==> src/rtl/v_mem_ctrl.sv <==
// v_mem_ctrl: memory-side sequencer for one vector lane.
// Runs one strided vector load (memory -> lane load FIFO) or store
// (lane store FIFO -> memory) of up to VECTOR_LENGTH elements per command.
//
// Ports:
//   clk, reset               rising-edge clock, synchronous active-low reset
//   start_i, cmd_store_i     command strobe and direction (0 load, 1 store)
//   base_addr_i, stride_i    first byte address, signed byte stride
//   vector_length_i          element count (0 completes with no access)
//   ready_o, done_o          idle indication, one-cycle completion pulse
//   mem_req_o/we/addr/wdata  memory request, held until mem_gnt_i
//   mem_gnt_i                request accepted this cycle
//   mem_rdata_i/rvalid_i     in-order read returns, one per granted read
//   load_fifo_we_o, data_from_mem_o, load_fifo_almostfull_i
//   store_fifo_re_o, data_to_mem_i, store_fifo_empty_i
//   err_o                    sticky protocol error (only with V_MEM_CTRL_ERR_EN)
//
// Optional feature macro: V_MEM_CTRL_ERR_EN adds the err_o output.
//
// state    | meaning
// ---------+----------------------------------------------------------
// IDLE     | waiting for start_i, ready_o high
// LD_ISSUE | issuing read requests, throttled by outstanding/almost-full
// LD_DRAIN | all reads issued, waiting for remaining returns
// ST_FETCH | pop one element from the store FIFO when not empty
// ST_WAIT  | store FIFO data valid, capture it as write data
// ST_WRITE | write request held until granted
// DONE     | pulse completion, then back to IDLE

module v_mem_ctrl #(
    parameter int DATA_WIDTH      = 32,
    parameter int VECTOR_LENGTH   = 1024,
    parameter int MAX_OUTSTANDING = 4,
    localparam int LW = $clog2(VECTOR_LENGTH) + 1
) (
`ifdef V_MEM_CTRL_ERR_EN
    output logic                  err_o,
`endif
    input  logic                  clk,
    input  logic                  reset,
    input  logic                  start_i,
    input  logic                  cmd_store_i,
    input  logic [31:0]           base_addr_i,
    input  logic [31:0]           stride_i,
    input  logic [LW-1:0]         vector_length_i,
    output logic                  ready_o,
    output logic                  done_o,
    output logic                  mem_req_o,
    output logic                  mem_we_o,
    output logic [31:0]           mem_addr_o,
    output logic [DATA_WIDTH-1:0] mem_wdata_o,
    input  logic                  mem_gnt_i,
    input  logic [DATA_WIDTH-1:0] mem_rdata_i,
    input  logic                  mem_rvalid_i,
    output logic                  load_fifo_we_o,
    output logic [DATA_WIDTH-1:0] data_from_mem_o,
    input  logic                  load_fifo_almostfull_i,
    output logic                  store_fifo_re_o,
    input  logic [DATA_WIDTH-1:0] data_to_mem_i,
    input  logic                  store_fifo_empty_i
);

    localparam int OW = $clog2(MAX_OUTSTANDING + 1);
    localparam logic [OW-1:0] MAX_OUT = OW'(MAX_OUTSTANDING);

    typedef enum logic [2:0] {
        IDLE     = 3'd0,
        LD_ISSUE = 3'd1,
        LD_DRAIN = 3'd2,
        ST_FETCH = 3'd3,
        ST_WAIT  = 3'd4,
        ST_WRITE = 3'd5,
        DONE     = 3'd6
    } state_t;

    state_t                r_state;
    state_t                w_next;
    logic [31:0]           r_addr;
    logic [31:0]           r_stride;
    logic [LW-1:0]         r_len;
    logic [LW-1:0]         r_issued;      // reads issued, or stores written
    logic [LW-1:0]         r_received;
    logic [OW-1:0]         r_outstanding;
    logic [DATA_WIDTH-1:0] r_wdata;
    logic                  r_load_we;
    logic [DATA_WIDTH-1:0] r_load_data;
    logic                  r_done;

    logic w_mem_req;
    logic w_mem_we;
    logic w_store_re;
    logic w_start_acc;
    logic w_in_load;
    logic w_issue_rd;
    logic w_rd_acc;
    logic w_last;

    assign w_start_acc = (r_state == IDLE) && start_i;
    assign w_in_load   = (r_state == LD_ISSUE) || (r_state == LD_DRAIN);
    assign w_last      = ((r_issued + LW'(1)) == r_len);
    assign w_issue_rd  = w_mem_req && mem_gnt_i && !w_mem_we;
    // A return is only meaningful while a load is running and something is
    // actually in flight; anything else (e.g. after an abort) is dropped.
    assign w_rd_acc    = mem_rvalid_i && w_in_load && (r_outstanding != '0);

    always_comb begin
        w_next     = r_state;
        w_mem_req  = 1'b0;
        w_mem_we   = 1'b0;
        w_store_re = 1'b0;
        case (r_state)
            IDLE: begin
                if (start_i) begin
                    if (vector_length_i == '0) begin
                        w_next = DONE;
                    end else if (cmd_store_i) begin
                        w_next = ST_FETCH;
                    end else begin
                        w_next = LD_ISSUE;
                    end
                end
            end
            LD_ISSUE: begin
                w_mem_req = !load_fifo_almostfull_i && (r_outstanding < MAX_OUT);
                if (w_mem_req && mem_gnt_i && w_last) begin
                    w_next = LD_DRAIN;
                end
            end
            LD_DRAIN: begin
                if (r_received == r_len) begin
                    w_next = DONE;
                end
            end
            ST_FETCH: begin
                if (!store_fifo_empty_i) begin
                    w_store_re = 1'b1;
                    w_next     = ST_WAIT;
                end
            end
            ST_WAIT: begin
                w_next = ST_WRITE;
            end
            ST_WRITE: begin
                w_mem_req = 1'b1;
                w_mem_we  = 1'b1;
                if (mem_gnt_i) begin
                    w_next = w_last ? DONE : ST_FETCH;
                end
            end
            DONE: begin
                w_next = IDLE;
            end
            default: begin
                w_next = IDLE;
            end
        endcase
    end

    always_ff @(posedge clk) begin
        if (!reset) begin
            r_state       <= IDLE;
            r_addr        <= '0;
            r_stride      <= '0;
            r_len         <= '0;
            r_issued      <= '0;
            r_received    <= '0;
            r_outstanding <= '0;
            r_wdata       <= '0;
            r_load_we     <= 1'b0;
            r_load_data   <= '0;
            r_done        <= 1'b0;
        end else begin
            r_state <= w_next;

            if (w_start_acc) begin
                r_addr     <= base_addr_i;
                r_stride   <= stride_i;
                r_len      <= vector_length_i;
                r_issued   <= '0;
                r_received <= '0;
            end else begin
                if (w_mem_req && mem_gnt_i) begin
                    r_addr   <= r_addr + r_stride;
                    r_issued <= r_issued + LW'(1);
                end
                if (w_rd_acc) begin
                    r_received <= r_received + LW'(1);
                end
            end

            case ({w_issue_rd, w_rd_acc})
                2'b10:   r_outstanding <= r_outstanding + OW'(1);
                2'b01:   r_outstanding <= r_outstanding - OW'(1);
                default: r_outstanding <= r_outstanding;
            endcase

            r_load_we <= w_rd_acc;
            if (w_rd_acc) begin
                r_load_data <= mem_rdata_i;
            end

            // Store FIFO data is valid the cycle after the pop.
            if (r_state == ST_WAIT) begin
                r_wdata <= data_to_mem_i;
            end

            r_done <= (r_state == DONE);
        end
    end

`ifdef V_MEM_CTRL_ERR_EN
    logic r_err;
    logic w_err_evt;

    assign w_err_evt = (mem_rvalid_i && ((r_outstanding == '0) || !w_in_load))
                     || (mem_gnt_i && !w_mem_req);

    always_ff @(posedge clk) begin
        if (!reset) begin
            r_err <= 1'b0;
        end else if (w_start_acc) begin
            r_err <= 1'b0;
        end else if (w_err_evt) begin
            r_err <= 1'b1;
        end
    end

    assign err_o = r_err;
`endif

    assign ready_o         = (r_state == IDLE);
    assign done_o          = r_done;
    assign mem_req_o       = w_mem_req;
    assign mem_we_o        = w_mem_we;
    assign mem_addr_o      = r_addr;
    assign mem_wdata_o     = r_wdata;
    assign load_fifo_we_o  = r_load_we;
    assign data_from_mem_o = r_load_data;
    assign store_fifo_re_o = w_store_re;

endmodule

==> config.mk <==
export PLATFORM = sky130hd
export DESIGN_NAME = v_mem_ctrl
export DESIGN_NICKNAME = d
export VERILOG_FILES = /design/src/rtl/v_mem_ctrl.sv
export SDC_FILE = /design/constraint.sdc
export NUM_CORES = 1
export LEC_CHECK = 0
export CAP_MARGIN = 20
export CORE_MARGIN = 4
export CORE_UTILIZATION = 44
export CTS_CLUSTER_SIZE = 40
export DETAILED_ROUTE_END_ITERATION = 8
export PLACE_DENSITY = 0.78
export REMOVE_ABC_BUFFERS = 1
export SETUP_SLACK_MARGIN = 0.05
export SYNTH_ARGS = -nofsm -noshare
export SYNTH_HDL_FRONTEND = slang
export SYNTH_SLANG_ARGS = --single-unit
==> constraint.sdc <==
create_clock -name clk -period 2.9 [get_ports clk]
set_clock_uncertainty 0.2 [all_clocks]
set_input_delay 0.58 -clock clk [delete_from_list [all_inputs] [get_ports clk]]
set_output_delay 0.58 -clock clk [all_outputs]
set_load 0.03 [all_outputs]
After elaboration in Yosys (flattened, before gate mapping) --
Cells that the tools add are included. W data, S select, Z words.
Word-level totals: register bits 169, word-level logic and storage cells 67
Operators by class: $add $sub $neg 5, magnitude comparators 1, equal/unequal tests 15, muxes and demuxes 16, bitwise logic cells 1, reduce and logical (&&, ||, !) cells 18
Operator list (number):
- $mux W32 | 2
- $add A32 B32 Y32 | 1
- $add A11 B1 Y11 const B | 2
- $eq A11 B11 Y1 | 2
- $mux W3 | 7
- $pmux W3 S6 | 1
- $logic_not A11 Y1 | 1
- $eq A3 B3 Y1 const B | 3
- $logic_and A1 B1 Y1 | 8
- $eq A3 B2 Y1 const B | 2
- $ne A2 B2 Y1 const B | 3
- $pmux W3 S2 | 1
- $reduce_and A5 Y1 | 1
- $ne A2 B1 Y1 const B | 2
- $reduce_bool A2 Y1 | 2
- $add A3 B1 Y3 const B | 1
- $eq A3 B1 Y1 const B | 1
- $logic_not A3 Y1 | 1
- $lt A3 B3 Y1 const B | 1
- $mux W1 | 3
- $reduce_bool A3 Y1 | 1
- $sub A3 B1 Y3 const B | 1
- $eq A2 B1 Y1 const B | 1
- $eq A2 B2 Y1 const B | 1
- 6 further kinds | 7

Longest topological paths before layout --
Gate-level depths: netlist of run 1.
depth in word-level cells 7, mapped depth 12, mapped depth without buffers 10

Least setup slack after synthesis of run 1 --
No wires, ideal clock.
path type register -> register, start point register r_addr[0], in the netlist mem_addr_o[0], end point register r_addr[30], in the netlist mem_addr_o[30], setup time 62 ps, data arrival time 2885 ps, path slack -247 ps, cell stages (with the launch flop) 11, buffers on the path 0, period minus slack after synthesis 3147 ps, cells stage by stage dfxtp_1 -> ha_1 -> inv_1 -> fa_1 -> nand2b_1 -> a21oi_1 -> o21ai_0 -> a2111oi_2 -> o211ai_1 -> or4_1 -> nand3_1
Between the ends: longest elaborated chain between the ends 3
RTL lines:
- start, declared | RTL line 78 | logic [31:0] r_addr;
- start signal, assigned | RTL line 176 | r_addr <= base_addr_i;
- start signal, assigned | RTL line 183 | r_addr <= r_addr + r_stride;
- $add A32 B32 Y32 | RTL line 183
- $mux W32 | RTL line 182 | if (w_mem_req && mem_gnt_i) begin
- $mux W32 | RTL line 175 | if (w_start_acc) begin
Every way passes these cells. The select of a mux whose other input is x is not followed. A chain may end at the register's enable or synchronous reset.

Worst setup path in the final report of run 1 --
start point register r_addr[6], in the netlist mem_addr_o[6], end point register r_addr[27], in the netlist mem_addr_o[27]
Same word-level chain as after synthesis.

==> results of run 1 <==
## layout by cell type, fill, tap and decap left out, types with 6 or more instances in the layout
cell type | synthesis | routed
nand2_1 | 277 | 276
clkdlybuf4s50_1 | 0 | 244
dfxtp_1 | 169 | 169
a21oi_1 | 119 | 118
nor2_1 | 56 | 56
a21boi_0 | 50 | 50
o21ai_0 | 50 | 48
buf_4 | 0 | 44
xor2_1 | 41 | 41
ha_1 | 34 | 34
nand3_1 | 28 | 28
inv_1 | 23 | 22
xnor2_1 | 20 | 20
clkbuf_16 | 0 | 17
nor3_1 | 16 | 14
o211ai_1 | 12 | 12
nand4_1 | 11 | 11
or3_1 | 11 | 11
o221ai_1 | 9 | 9
nor4_1 | 8 | 8
a211oi_1 | 11 | 7
a31oi_1 | 6 | 6
a21o_1 | 6 | 6
mux2i_1 | 6 | 6
inv_6 | 0 | 6
buf_12 | 0 | 6
## logic make-up (layout without fill, tap and decap cells)
| kind of cell | Yosys count | after routing |
|---|---|---|
| adder cells (fa/ha/maj) | 36 | 36 |
| XOR/XNOR | 61 | 61 |
| buffers and inverters | 84 | 352 |
| multiplexers | 7 | 7 |
| flip-flops | 169 | 169 |
| AND/OR/NAND/NOR | 439 | 439 |
| other | 0 | 1 |
| AO/OA/AOI/OAI | 311 | 311 |
## worst reg2reg max path, stage by stage (launching register included)
cell and delay [ps]:
dfxtp_1 320, ha_1 320, a211oi_2 240, buf_4 150
o211ai_1 110, a2111oi_2 300, buf_4 210, nor4_4 60
o2111ai_2 260, mux2_2 370, a21oi_1 140
## registers in the layout (all words and copies together), names as in the netlist
name / cells
mem_addr_o: 32
r_received: 11
r_outstanding: 3
data_from_mem_o: 32
load_fifo_we_o: 1
r_state: 3
r_len: 11
done_o: 1
r_issued: 11
mem_wdata_o: 32
r_stride: 32
## routing by layer
layer,GRT usage (%),up-vias
met5,0,-
met4,7.34,2
met3,4.51,47
met2,39.8,258
met1,29.2,4117
li1,-,4371
## repair_timing
item | CTS | global route
pin swaps | 0 | 5
endpoints found under the setup margin | 6 | 19
hold endpoints to repair | 0 | 0
resized for setup | 5 | 19
buffers inserted | 0 | 1
## worst min-delay path by stage
stage	startpoint	to	slack [ps]	cells after the start
global route	data_from_mem_o[26]	data_from_mem_o[26]	280	2
CTS	data_from_mem_o[8]	data_from_mem_o[8]	260	2
finish	data_from_mem_o[21]	data_from_mem_o[21]	250	2
floorplan	r_stride[0]	r_stride[0]	250	2
global placement	mem_wdata_o[18]	mem_wdata_o[18]	240	2
detailed placement	mem_wdata_o[21]	mem_wdata_o[21]	250	2
## final cells by class
cell class	instances	area share, %
multi-input cells	854	40.8
flip-flops and latches	169	27.2
repair buffers	297	23.5
clock buffers	19	3.65
well taps	260	2.62
clock inverters	13	1.45
inverters	23	0.695
diodes	1	0.0201
## power by group
part           total (mW)  internal, mW  leakage (nW)  switching [mW]
registers            3.01          2.70          1.37           0.306
clock network        2.43          1.43         0.312           0.999
logic                3.95          1.61          2.96            2.34
==> impl_metrics.toml, run 1 <==
[run_status]
status = "complete, no violations"

[floorplan]
ioPinCount = 249
core-area_sq_um = 19000
start_util_pct = 45.4
die_y_um = 148
num_rows = 50
die_width_um = 148
die-area_sq_um = 21900

[synthesis]
ys.flop_type = "dfxtp_1"
synth_top_area_cell = "dfxtp_1"
syn_area_per_cell_sq_um = 7.80
async_flop_share_pct = 0
ys_seq_area_share_pct = 39.2
syn_inst = 1107
syn_area_sq_um = 8640
netlist.area_leader.share_pct = 39.2
ys_warn_count = 0
synth_xor_area_share_pct = 6.18
synthMostInstantiatedCell = "nand2_1"
synth_mux_area_share_pct = 0.825
synthTopCellsByArea = "dfxtp_1, nand2_1, a21oi_1, ha_1, a21boi_0"
synth_common_cells = "nand2_1, dfxtp_1, a21oi_1"
synth_edf_count = 0
synth_fa_ha_area_share_pct = 5.39
yosysUniqueCellTypes = 58
ys_seq_elements = 169
synth_top_family_by_area = "compound AO/OA/AOI/OAI gates"
yosys.area_share.simple_pct = 22.0
synth-compound-area-share_pct = 22.8

[detailed_routing]
via_count = 8795
detail_route.wl_per_cell_um = 16.0
drt_iter0_drc = 480
routed.top_layer = "met5"
drtPass1Iterations = 5
finalWirelength_um = 26100
wl_met2_um = 13000
drc = 0
viasPerCell = 5.38
drtAntennaViolNets = 0
m1WireLength_um = 11200
wl_met3_um = 1290

[run]
maxCapViolCount = 0

[critical_path]
critPathMaxStageDelay_ps = 370
cp.required_ps = 3060
crit_start = "mem_addr_o[6]"
critPathMaxFanout = 5
crit_cells = 10
rr_endpoint = "mem_addr_o[27]"
setup.worst_path.end = "mem_addr_o[27]"
slowest_stage = "mux2_2"
critPathBufInv = 2
crit_path_frequent_cell = "buf_4"
rr_startpoint = "mem_addr_o[6]"
crit_family = "compound AO/OA/AOI/OAI gates"
start_kind = "register"
worstSetupEndpointType = "register"
path_cells = "ha_1 -> a211oi_2 -> buf_4 -> o211ai_1 -> a2111oi_2 -> buf_4 -> nor4_4 -> o2111ai_2 -> mux2_2 -> a21oi_1"
crit_arrival_ps = 2900
worstSetupPathType = "reg -> reg"
ff2ff_setup_slack_ps = 160
r2r_cells = 10

[finish]
design_area_sq_um = 12400
final_cells = 1636
multiInputGateArea_sq_um = 5070
fillCellCount = 1610
final_nets = 1545
fin_util_pct = 65.3
seq_area_sq_um = 3380
drive_gt1_share_pct = 8.00
area_growth_pct = 43.8

[placement]
gp_congestion = 0.924
place_ws_ps = -111
dp_cells = 1602
numPortBuffers = 248
dp_hpwl_um = 19600
place_area_sq_um = 11700

[sta]
finalSetupTns_ps = 0
fin_crit_sh_pct = 94.6
layout_setup_ws_ps = 158
rsz0062_at_grt = "yes"
setup-violations-final = 0
whs_ps = 252
min_period_ps = 2740
drv_slew = 0
relSlewSlack_pct = 53.6
final_hold_viol_count = 0
clock.fmax_ghz = 0.365
max_slew.worst_pin.slew_ps = 694

[clocking]
cts_hold_buf = 0
cts_sinks = 169
cts_tree = "built"
numCtsBuffers = 17
cts_buffer_depth = 2
cts_htree_levels = 4
clkSlewWorstSetupHoldPaths_ps = 70
cts_root_buffer = "clkbuf_16"
worstSkewPairLatency_ps = 430

[global_routing]
overflow = 0
grt_pass1_wl_um = 41900
grt_max_degree = 44
antenna_found_initial = 2
grtUsageTotal_pct = 23.1
grt_pass1_vias = 8414

[hold_path]
hold_path_class = "reg -> reg"

[power_and_ir_drop]
power.total_mw = 9.39
p_per_area_nw_per_um2 = 756
p_leak_nw = 4.64
vdd_drop_max_mv = 0.467
No activity file was read; power rests on OpenSTA's default activity.
==> inputs of run 2 (changes only) <==
--- a/config.mk
+++ b/config.mk
@@ -7,12 +7,13 @@
 export LEC_CHECK = 0
 export CAP_MARGIN = 20
 export CORE_MARGIN = 4
-export CORE_UTILIZATION = 44
+export CORE_UTILIZATION = 51
 export CTS_CLUSTER_SIZE = 40
 export DETAILED_ROUTE_END_ITERATION = 8
-export PLACE_DENSITY = 0.78
+export PLACE_DENSITY = 0.85
 export REMOVE_ABC_BUFFERS = 1
 export SETUP_SLACK_MARGIN = 0.05
 export SYNTH_ARGS = -nofsm -noshare
 export SYNTH_HDL_FRONTEND = slang
 export SYNTH_SLANG_ARGS = --single-unit
+export TNS_END_PERCENT = 20
==> constraint.sdc (replaced) <==
create_clock -name clk -period 3.51 [get_ports clk]
set_clock_uncertainty 0.2 [all_clocks]
set_input_delay 0.702 -clock clk [delete_from_list [all_inputs] [get_ports clk]]
set_output_delay 0.702 -clock clk [all_outputs]
set_load 0.03 [all_outputs]
==> run 2 against run 1 <==
  * Critical endpoint is now mem_addr_o[30]
  * Non-clock buffer count is 32 lower
  * Utilization is 6.5 points higher
  * Wire length decreased by 3.6%
  * Critical path type unchanged
==> impl_metrics.toml, run 2 (same netlist as run 1, synthesis figures left out) <==
[run_status]
status = "complete, no violations"

[critical_path]
worstSetupEndpointType = "register"
start_kind = "register"
crit_arrival_ps = 3370
worstSetupPathType = "reg -> reg"
cp.required_ps = 3680
critPathMaxFanout = 6

[floorplan]
start_util_pct = 52.1
num_rows = 47
die-area_sq_um = 19100
ioPinCount = 249
core-area_sq_um = 16600
die_y_um = 138
die_width_um = 138

[sta]
max_slew.worst_pin.slew_ps = 1040
setup-violations-final = 0
min_period_ps = 3200
drv_slew = 0
whs_ps = 253
final_hold_viol_count = 0
fin_crit_sh_pct = 91.0
rsz0062_at_grt = "no"
clock.fmax_ghz = 0.313
relSlewSlack_pct = 30.5

[power_and_ir_drop]
p_int_mw = 4.46
vdd_drop_max_mv = 0.448
seqPwrFrac_pct = 34.2
p_leak_nw = 4.37
p_per_area_nw_per_um2 = 620
swShare_pct = 39.5
p_switching_mw = 2.92
pwr-share-comb_pct = 41.1
pwr-share-clk_pct = 24.7

[detailed_routing]
drtAntennaViolNets = 0
finalWirelength_um = 25200
viasPerCell = 5.52
drc = 0
via_count = 8634
detail_route.wl_per_cell_um = 16.1
drtPass1Iterations = 5
drt_iter0_drc = 561

[global_routing]
grt_pass1_vias = 8258
grt_pass1_wl_um = 40400
grtUsageTotal_pct = 25.2
antenna_found_initial = 0
overflow = 0
grt_max_degree = 66

[clocking]
cts_setup_buffers = 0
clkSlewWorstSetupHoldPaths_ps = 60
cts_htree_levels = 4
cts_root_buffer = "clkbuf_16"
cts_buffer_depth = 2
worstSkewPairLatency_ps = 430
cts_tree = "built"
numCtsBuffers = 17
cts_sinks = 169

[placement]
place_area_sq_um = 11300
dp_hpwl_um = 18600
gp_congestion = 0.903
numPortBuffers = 248

[finish]
drive_gt1_share_pct = 4.69
diodes = 0
area_growth_pct = 37.8
design_area_sq_um = 11900
fillCellCount = 1289
final_common_cell = "nand2_1"
final_nets = 1513
most-common-layout-cells = "nand2_1, clkdlybuf4s50_1, dfxtp_1, a21oi_1, nor2_1"

[run]
maxCapViolCount = 0

[hold_path]
hold_path_class = "reg -> reg"
==> run 2: cell count changes in the layout (fill, tap and decap cells not counted), moves of 2 or more <==
| cell | before | now |
|---|---|---|
| inv_6 | 6 | 3 |
| clkinv_2 | 0 | 3 |
| buf_4 | 44 | 15 |
| clkinvlp_4 | 0 | 3 |
| dlymetal6s2s_1 | 2 | 0 |
| buf_12 | 6 | 2 |
| a211oi_2 | 4 | 0 |
| a211oi_1 | 7 | 11 |
| bufinv_16 | 3 | 1 |
| clkdlybuf4s50_1 | 244 | 247 |
==> run 2: power groups by stage <==
stage / clock (mW) / sequential [mW] / combinational [mW]
floorplan: 0 / 2.85 / 1.57
finish: 1.82 / 2.52 / 3.03
global placement: 0 / 2.55 / 2.94
global route: 1.93 / 2.56 / 3.31
detailed placement: 0 / 2.56 / 2.99
CTS: 1.85 / 2.52 / 3.02
==> run 2: final timing paths <==
| path | endpoint | slack (ps) | startpoint | cells after the start |
|---|---|---|---|---|
| setup / recovery | mem_addr_o[30] | 310 | mem_addr_o[0] | 10 |
| hold / removal | mem_wdata_o[24] | 250 | mem_wdata_o[24] | 2 |
| hold reg to reg | mem_wdata_o[24] | 250 | mem_wdata_o[24] | 2 |
| setup reg to reg | mem_addr_o[30] | 310 | mem_addr_o[0] | 10 |
==> run 2: area by class of cell <==
class	count	area, sq um	share of cell area, %
flip-flops and latches	169	3380	28.4
clock buffers	19	453	3.80
clock inverters	13	120	1.01
well taps	220	275	2.31
inverters	23	86.3	0.725
multi-input cells	854	4960	41.7
repair buffers	265	2630	22.1
==> run 2: critical path: stages, from the launching register on <==
cell and delay [ps]:
dfxtp_1 360, ha_1 210, inv_1 70, fa_1 380
nand2b_1 200, a21oi_1 290, o21ai_1 280, a2111oi_4 440
o211ai_1 190, or4_1 430, nand3_1 90
==> run 2: per-stage QoR <==
| stage | std cells | setup TNS [ps] | power [mW] | utilization (%) | setup WS, ps |
|---|---|---|---|---|---|
| 2_1_floorplan | 1046 | -62260 | 4.42 | - | -1380 |
| 5_1_grt | 1563 | 0 | 7.80 | 71.8 | 97.2 |
| 4_1_cts | 1562 | 0 | 7.39 | 71.6 | 151 |
| 3_5_place_dp | 1530 | 0 | 5.55 | 68.2 | 192 |
| 6_report | 1563 | 0 | 7.38 | 71.8 | 315 |
| 3_3_place_gp | 1530 | 0 | 5.49 | 68.2 | 316 |
==> run 2: what timing repair did <==
item / in CTS / in global routing
resized for setup: 0 / 2
endpoints found under the setup margin: 0 / 2
hold buffers: 0 / 0
==> run 2: routing by layer <==
metal  wire length (um)  global-route usage [%]
met1              10700                    31.1
met2              12300                    43.2
met3               1270                    4.87
met4                847                    10.4
met5                  0                       0
